[src/rtl/registers_unit_sb.sv]
// registers_unit_sb: integer register file with per-register scoreboard.
//   XLEN-bit x NREGS registers, x0 hardwired to zero, NREAD combinational
//   read ports, one synchronous write port, optional write-to-read forwarding.
//   A pending bit per register is set at issue and cleared at writeback.
// Ports:
//   clk, rst_n            clock, async active-low reset
//   rs / ru_rs / rs_busy  packed read indices, read data, per-port hazard flag
//   rd, DataWR, RUWr      writeback index, data, enable
//   issue_valid, issue_rd issue of an instruction producing issue_rd
//   busy_count            registered number of pending registers
module registers_unit_sb #(
  parameter int unsigned XLEN  = 32,
  parameter int unsigned NREGS = 32,
  parameter int unsigned NREAD = 2,
  parameter int unsigned FWD   = 1,
  parameter int unsigned AW    = $clog2(NREGS)
) (
  input  logic                          clk,
  input  logic                          rst_n,
  input  logic [NREAD*AW-1:0]           rs,
  output logic [NREAD*XLEN-1:0]         ru_rs,
  output logic [NREAD-1:0]              rs_busy,
  input  logic [AW-1:0]                 rd,
  input  logic [XLEN-1:0]               DataWR,
  input  logic                          RUWr,
  input  logic                          issue_valid,
  input  logic [AW-1:0]                 issue_rd,
  output logic [$clog2(NREGS+1)-1:0]    busy_count
);

  localparam int unsigned CW = $clog2(NREGS + 1);

  logic [XLEN-1:0]  regs [NREGS];
  logic [NREGS-1:0] pending;
  logic [NREGS-1:0] pending_nxt;
  logic [CW-1:0]    count_nxt;
  logic             wr_en;

  assign wr_en = RUWr && (rd != '0);

  // Register array; x0 is never written so it stays at its reset value.
  always_ff @(posedge clk or negedge rst_n) begin
    if (!rst_n) begin
      for (int i = 0; i < NREGS; i++) regs[i] <= '0;
    end else if (wr_en) begin
      regs[rd] <= DataWR;
    end
  end

  // Scoreboard next state: writeback clears, issue sets afterwards so that
  // a new producer issued alongside the old one's writeback stays pending.
  always_comb begin
    pending_nxt = pending;
    if (wr_en) pending_nxt[rd] = 1'b0;
    if (issue_valid && (issue_rd != '0)) pending_nxt[issue_rd] = 1'b1;
    pending_nxt[0] = 1'b0;
  end

  // Popcount of the next-state vector so busy_count tracks pending exactly.
  always_comb begin
    count_nxt = '0;
    for (int i = 0; i < NREGS; i++) count_nxt = count_nxt + CW'(pending_nxt[i]);
  end

  always_ff @(posedge clk or negedge rst_n) begin
    if (!rst_n) begin
      pending    <= '0;
      busy_count <= '0;
    end else begin
      pending    <= pending_nxt;
      busy_count <= count_nxt;
    end
  end

  // Read ports: x0 first, then same-cycle forward, then committed state.
  for (genvar g = 0; g < NREAD; g++) begin : g_rd
    logic [AW-1:0] idx;
    logic          hit;
    assign idx  = rs[g*AW +: AW];
    assign hit  = (FWD != 0) && RUWr && (rd == idx);
    assign ru_rs[g*XLEN +: XLEN] = (idx == '0) ? '0 : (hit ? DataWR : regs[idx]);
    // A forwarded result resolves the hazard in the same cycle.
    assign rs_busy[g] = (idx != '0) && pending[idx] && !hit;
  end

endmodule

[config.mk]
export PLATFORM = sky130hd
export DESIGN_NAME = registers_unit_sb
export DESIGN_NICKNAME = d
export VERILOG_FILES = /design/src/rtl/registers_unit_sb.sv
export SDC_FILE = /design/constraint.sdc
export NUM_CORES = 2
export LEC_CHECK = 0
export ABC_CLOCK_PERIOD_IN_PS = 5600
export CAP_MARGIN = 25
export CORE_MARGIN = 8
export CORE_UTILIZATION = 30
export CTS_CLUSTER_SIZE = 30
export DETAILED_ROUTE_END_ITERATION = 10
export PLACE_DENSITY = 0.5
export SLEW_MARGIN = 10
export SYNTH_ARGS = -nofsm -noshare
export SYNTH_HDL_FRONTEND = slang
export SYNTH_SLANG_ARGS = --single-unit
[constraint.sdc]
create_clock -name clk -period 5.6 [get_ports clk]
set_input_delay 1.12 -clock clk [delete_from_list [all_inputs] [get_ports clk]]
set_output_delay 1.12 -clock clk [all_outputs]
set_load 0.005 [all_outputs]
Yosys cells after proc, flatten, opt, wreduce, memory -nomap -nowiden
Cells that the tools add are included.

Add/subtract/negate cells: 30. $lt $le $gt $ge: 10. Equality and inequality tests: 2. Mux-type cells: 23. Bitwise operators: 6. Reductions and logical operators: 19.

Operator list (number): bitwise mux 1024 bit (1); 2-to-1 mux 32 bit (11); binary-select mux 32 bit (select 5 bit) (2); demux 32 bit (select 5 bit) (1); adder 6 x 1 -> 6 bit (25); AND 32 bit (1); NOT 32 bit (1); bitwise OR 32 bit (1); less-than comparator 5 x 6 -> 1 bit (second input constant) (4); nonzero test 5 bit (4); greater-or-equal comparator 6 bit (second input constant) (3); NOT 5 -> 6 bit (3); logical AND 1 bit (11); binary-select mux 1 bit (select 5 bit) (2); demux 1 bit (select 5 bit) (2); equality test 5 bit (2); greater-or-equal comparator 5 x 1 -> 1 bit (second input constant) (2); logical NOT 5 bit (2); adder 5 x 1 -> 6 bit (1); less-than comparator 6 x 1 -> 1 bit (second input constant) (1); adder 4 x 1 -> 5 bit (1); adder 3 x 1 -> 4 bit (1); 2-to-1 mux 1 bit (4); adder 2 x 1 -> 3 bit (1); 2 further kinds (3).

Bits in registers: 1061. Input bits: 56. Output and inout bits: 72.

Longest topological paths before layout
Word-level depth: 39. Depth in mapped cells: 21. Depth with buffers taken out: 19.

Worst setup path before layout
OpenSTA, ideal clock, no wires.

Path kind: in2reg. Start point: input port rd[0]. End point: register busy_count[4]. Data arrival time: 6804 ps. Data required time: 5520 ps. Slack: -1284 ps. Cell stages on the path: 20. Buffers on the path: 2. Path through: buf_2 -> nor4b_4 -> nand2_4 -> buf_2 -> a22o_1 -> inv_1 -> fa_1 -> fa_1 -> fa_1 -> inv_1 -> fa_1 -> fa_1 -> fa_1 -> inv_1 -> fa_1 -> inv_1 -> fa_1 -> a21o_1 -> a21oi_1 -> xnor2_1.

Elaborated cells on any way between the ends: 42.

RTL lines: start: declaration (line 23) `input logic [AW-1:0] rd,`; less-than comparator 5 x 6 -> 1 bit (not written as such) or greater-or-equal comparator 5 x 1 -> 1 bit (tied branches) (line 54) `if (wr_en) pending_nxt[rd] = 1'b0;`; logical AND 1 bit (not written as such) (line 54); 2-to-1 mux 1 bit (not written as such) (line 54); demux 1 bit (select 5 bit) (line 54); NOT 32 bit (no source line); AND 32 bit (no source line); 2-to-1 mux 32 bit * (line 54); bitwise OR 32 bit (no source line); 2-to-1 mux 32 bit * (line 55) `if (issue_valid && (issue_rd != '0)) pending_nxt[issue_rd] = 1'b1;`; net pending_nxt[28] (line 35) `logic [NREGS-1:0] pending_nxt;`; adder 6 x 1 -> 6 bit * (4 in a row) (line 62) `for (int i = 0; i < NREGS; i++) count_nxt = count_nxt + CW'(pending_nxt[i]);`; net count_nxt[4] (line 36) `logic [CW-1:0] count_nxt;`; end signal: assignment (line 71) `busy_count <= count_nxt;`; end: declaration (line 28) `output logic [$clog2(NREGS+1)-1:0] busy_count`.

The timed path passes the listed nets; every way through them passes the cells marked *. A chain may end at the register's enable or synchronous reset.

Worst setup path in the final report
Start point: input port issue_rd[1]. End point: register busy_count[4].

Longest elaborated chain between the ends: 36. Elaborated cells on any way between the ends: 39.

RTL lines: start: declaration (line 27) `input logic [AW-1:0] issue_rd,`; less-than comparator 5 x 6 -> 1 bit (not written as such) or greater-or-equal comparator 5 x 1 -> 1 bit (tied branches) (line 55); logical AND 1 bit (not written as such) (line 55); 2-to-1 mux 1 bit (not written as such) (line 55); demux 1 bit (select 5 bit) (line 55); bitwise OR 32 bit (no source line); 2-to-1 mux 32 bit * (line 55); adder 1 x 1 -> 2 bit (line 62); adder 2 x 1 -> 3 bit (line 62); adder 3 x 1 -> 4 bit (line 62); adder 4 x 1 -> 5 bit (line 62); adder 5 x 1 -> 6 bit (line 62); adder 6 x 1 -> 6 bit (24 in a row) (line 62); adder 6 x 1 -> 6 bit * (line 62); net count_nxt[4] (line 36).

Marked as above.

==> flow_metrics.env <==
export IMPL_p_per_area_mw_per_mm2=392
export IMPL_dieHeight_um=452
export IMPL_slew_headroom_pct=24.7
export IMPL_clk_pin_slew_ps=60
export IMPL_hold_end="regs[1004]"
export IMPL_worstHoldPathType="register to register"
export IMPL_crit_required_ps=6240
export IMPL_dpl_cell_count=6356
export IMPL_synth_top_area_cell="dfrtp_1"
export IMPL_yosysMostFrequentCell="dfrtp_1"
export IMPL_maxCapViolations=0
export IMPL_clk_latency_ps=710
export IMPL_cts_inserted_buffers=120
export IMPL_r2r_end="busy_count[4]"
export IMPL_endpoint_kind="register"
export IMPL_fin_cells=6598
export IMPL_drive_gt1_share_pct=49.1
export IMPL_vias_per_cell=5.62
export IMPL_wl_per_cell_um=31.5
export IMPL_core_mm2=0.190
export IMPL_tightestPinTransition_ps=1130
export IMPL_dr_pass1_iters=5
export IMPL_avgSynthCellArea_um2=14.9
export IMPL_syn_inst=3845
export IMPL_netlist_top_cells_count="dfrtp_1 (1,061), mux2_2 (879), mux4_2 (511)"
export IMPL_die_width_um=452
export IMPL_ys_flop_type="dfrtp_1"
export IMPL_yosys_register_bits=1061
export IMPL_ys_top_cells_by_area="dfrtp_1 (46%), mux4_2 (20%), mux2_2 (17%)"
export IMPL_worst_path_max_fanout=4
export IMPL_gr_total_overflow=0
export IMPL_crit_start="issue_rd[1]"
export IMPL_status="finished with violations"
export IMPL_cts_sinks=1061
export IMPL_synth_fp_nets=3931
export IMPL_fin_ws_ps=-123
export IMPL_worstHoldPathCells=0
export IMPL_drtAntennaViolNets=0
export IMPL_fillerInstances=18116
export IMPL_synthArstFlopShare_pct=100
export IMPL_cts_tree="yes"
export IMPL_fin_crit_sh_pct=102
export IMPL_place_ws_ps=-1100
export IMPL_nets=4065
export IMPL_io_buffer_count=127
export IMPL_grt_pass1_wl_mm=299
export IMPL_antenna_found_initial=7
export IMPL_cts_max_level=3
export IMPL_rows=160
export IMPL_totalWireLength_mm=208
export IMPL_syn_area_mm2=0.0571
export IMPL_synth_warnings=0
export IMPL_start_util_pct=30.1
export IMPL_finalHoldViolations=0
export IMPL_period_minus_slack_ps=5720
export IMPL_drt_iter0_markers=3092
export IMPL_yosys_cell_types_count=56
export IMPL_drt_drc_violations_left=0
export IMPL_ir_worst_vdd_mv=0.761
export IMPL_synth_top_area_share_pct=46.5
export IMPL_path_class="primary input to register"
export IMPL_die_area_mm2=0.205
export IMPL_min_delay_start="regs[1004]"
export IMPL_skew_ps=3.31
export IMPL_grtUsageTotal_pct=19.9
export IMPL_clk_path_buf_depth=3
export IMPL_worstReg2RegStart="pending[4]"
export IMPL_report_final_slew_viol_count=0
export IMPL_vias=37105
export IMPL_grt_pass1_vias=38813
export IMPL_rsz0062_at_grt="yes"
export IMPL_grt_max_degree=135
export IMPL_holdWs_ps=393
export IMPL_worstPathArrival_ps=6360
export IMPL_violations="negative setup slack"
export IMPL_io_pins=128
export IMPL_cp_start_kind="primary input"
export IMPL_area_growth_pct=18.1
export IMPL_cts_root_buffer="clkbuf_16"
export IMPL_seq_area_frac_synth_pct=46.5
export IMPL_rr_worst_depth=16
export IMPL_p_leak_nw=28.9
export IMPL_gp_congestion=0.840
export IMPL_r2r_slack_ps=640
export IMPL_hpwl_mm=126
export IMPL_p_total_w=0.0264
export IMPL_setup_violations=4
export IMPL_synth_edff_count=0
export IMPL_fmax_mhz=175
sequential cells by signal, summed over array words and instances (netlist names):
| signal | flops |
|---|---|
| busy_count | 6 |
| pending | 31 |
| regs | 1024 |
layer usage:
| metal | share of wire, % | up-vias | wire length [µm] | global-route usage [%] |
|---|---|---|---|---|
| met5 | 0 | - | 0 | 0 |
| met4 | 4.2 | 0 | 8740 | 7.68 |
| met3 | 4.5 | 347 | 9420 | 2.34 |
| met2 | 49 | 1146 | 102000 | 33.6 |
| met1 | 42 | 20456 | 87000 | 26.3 |
| li1 | - | 15156 | - | - |
logic make-up after synthesis:
logic type / after synthesis / synth area share (%)
AO/OA/AOI/OAI: 346 / 4.37
adder cells (fa/ha/maj): 30 / 0.959
multiplexers: 1618 / 41.7
AND/OR/NAND/NOR: 303 / 2.76
XOR/XNOR: 13 / 0.199
flip-flops: 1061 / 46.5
buffers and inverters: 474 / 3.50
repair_timing:
| action | in CTS | in global routing |
|---|---|---|
| gates resized for setup | 35 | 31 |
| endpoints found under the setup margin | 5 | 5 |
| hold buffers | 0 | 0 |
| pin swaps | 13 | 21 |
| hold endpoints to repair | 0 | 0 |
| setup buffers | 6 | 6 |
cell usage in the layout (no fill, tap or decap), types with 13 or more instances in the layout:
cell type,count
dfrtp_1,1061
mux2_2,879
mux4_2,511
buf_4,241
clkbuf_16,122
mux2_1,121
mux2i_1,107
clkdlybuf4s50_1,107
o22ai_1,105
buf_12,67
nand2_1,66
nor2_1,64
a22oi_1,59
a211oi_1,46
inv_1,40
o21ai_0,33
a32o_1,32
nor3_1,31
clkbuf_8,30
clkinv_2,30
and2_1,27
clkbuf_1,21
fa_1,20
nand2_4,19
nor4_1,18
a221o_1,18
nor2_4,15
a21oi_1,14
a22o_1,13
per-stage QoR:
stage	TNS [ps]	utilization, %	cell area (µm²)
global route	-1190	35.6	67500
global placement	-5930	33.2	63000
detailed placement	-5790	33.2	63000
finish	-287	35.6	67500
floorplan	-4640	-	57200
CTS	-70.8	35.5	67400
power by group:
group / total (W) / internal (W) / leakage, nW / switching [W]
Clock: 0.00839 / 0.00494 / 2.07 / 0.00345
Combinational: 0.00774 / 0.00441 / 13.3 / 0.00333
Sequential: 0.0103 / 0.00921 / 13.6 / 0.00109
critical path, cell delays in order:
cell and delay [ps]:
clkdlybuf4s15_1 200, nor3b_2 220, nor2b_1 190, buf_4 170, buf_12 110, a22oi_2 80, fa_1 610, fa_1 460
fa_1 530, inv_2 50, fa_1 510, fa_1 520, fa_1 500, inv_2 70, fa_2 200, inv_2 50
fa_2 340, a21o_1 170, a21oi_2 120, xnor2_1 120
cell type report:
cell class,count,area [µm²],share of cell area (%)
flip-flops and latches,1061,26600,39.4
clock inverters,53,643,0.953
repair buffers,439,4490,6.66
diodes,4,10.0,0.0148
multi-input cells,2310,28900,42.8
inverters,47,179,0.265
well taps,2511,3140,4.66
clock buffers,173,3540,5.25
worst max-delay path by stage:
stage / endpoint / slack [ps] / cells after the start
floorplan: busy_count[4] / -930 / 20
global placement: busy_count[4] / -1110 / 20
detailed placement: busy_count[4] / -1100 / 22
CTS: busy_count[4] / -70 / 23
global route: busy_count[5] / -290 / 21
finish: busy_count[4] / -120 / 20
No activity file was read; power rests on OpenSTA's default activity.
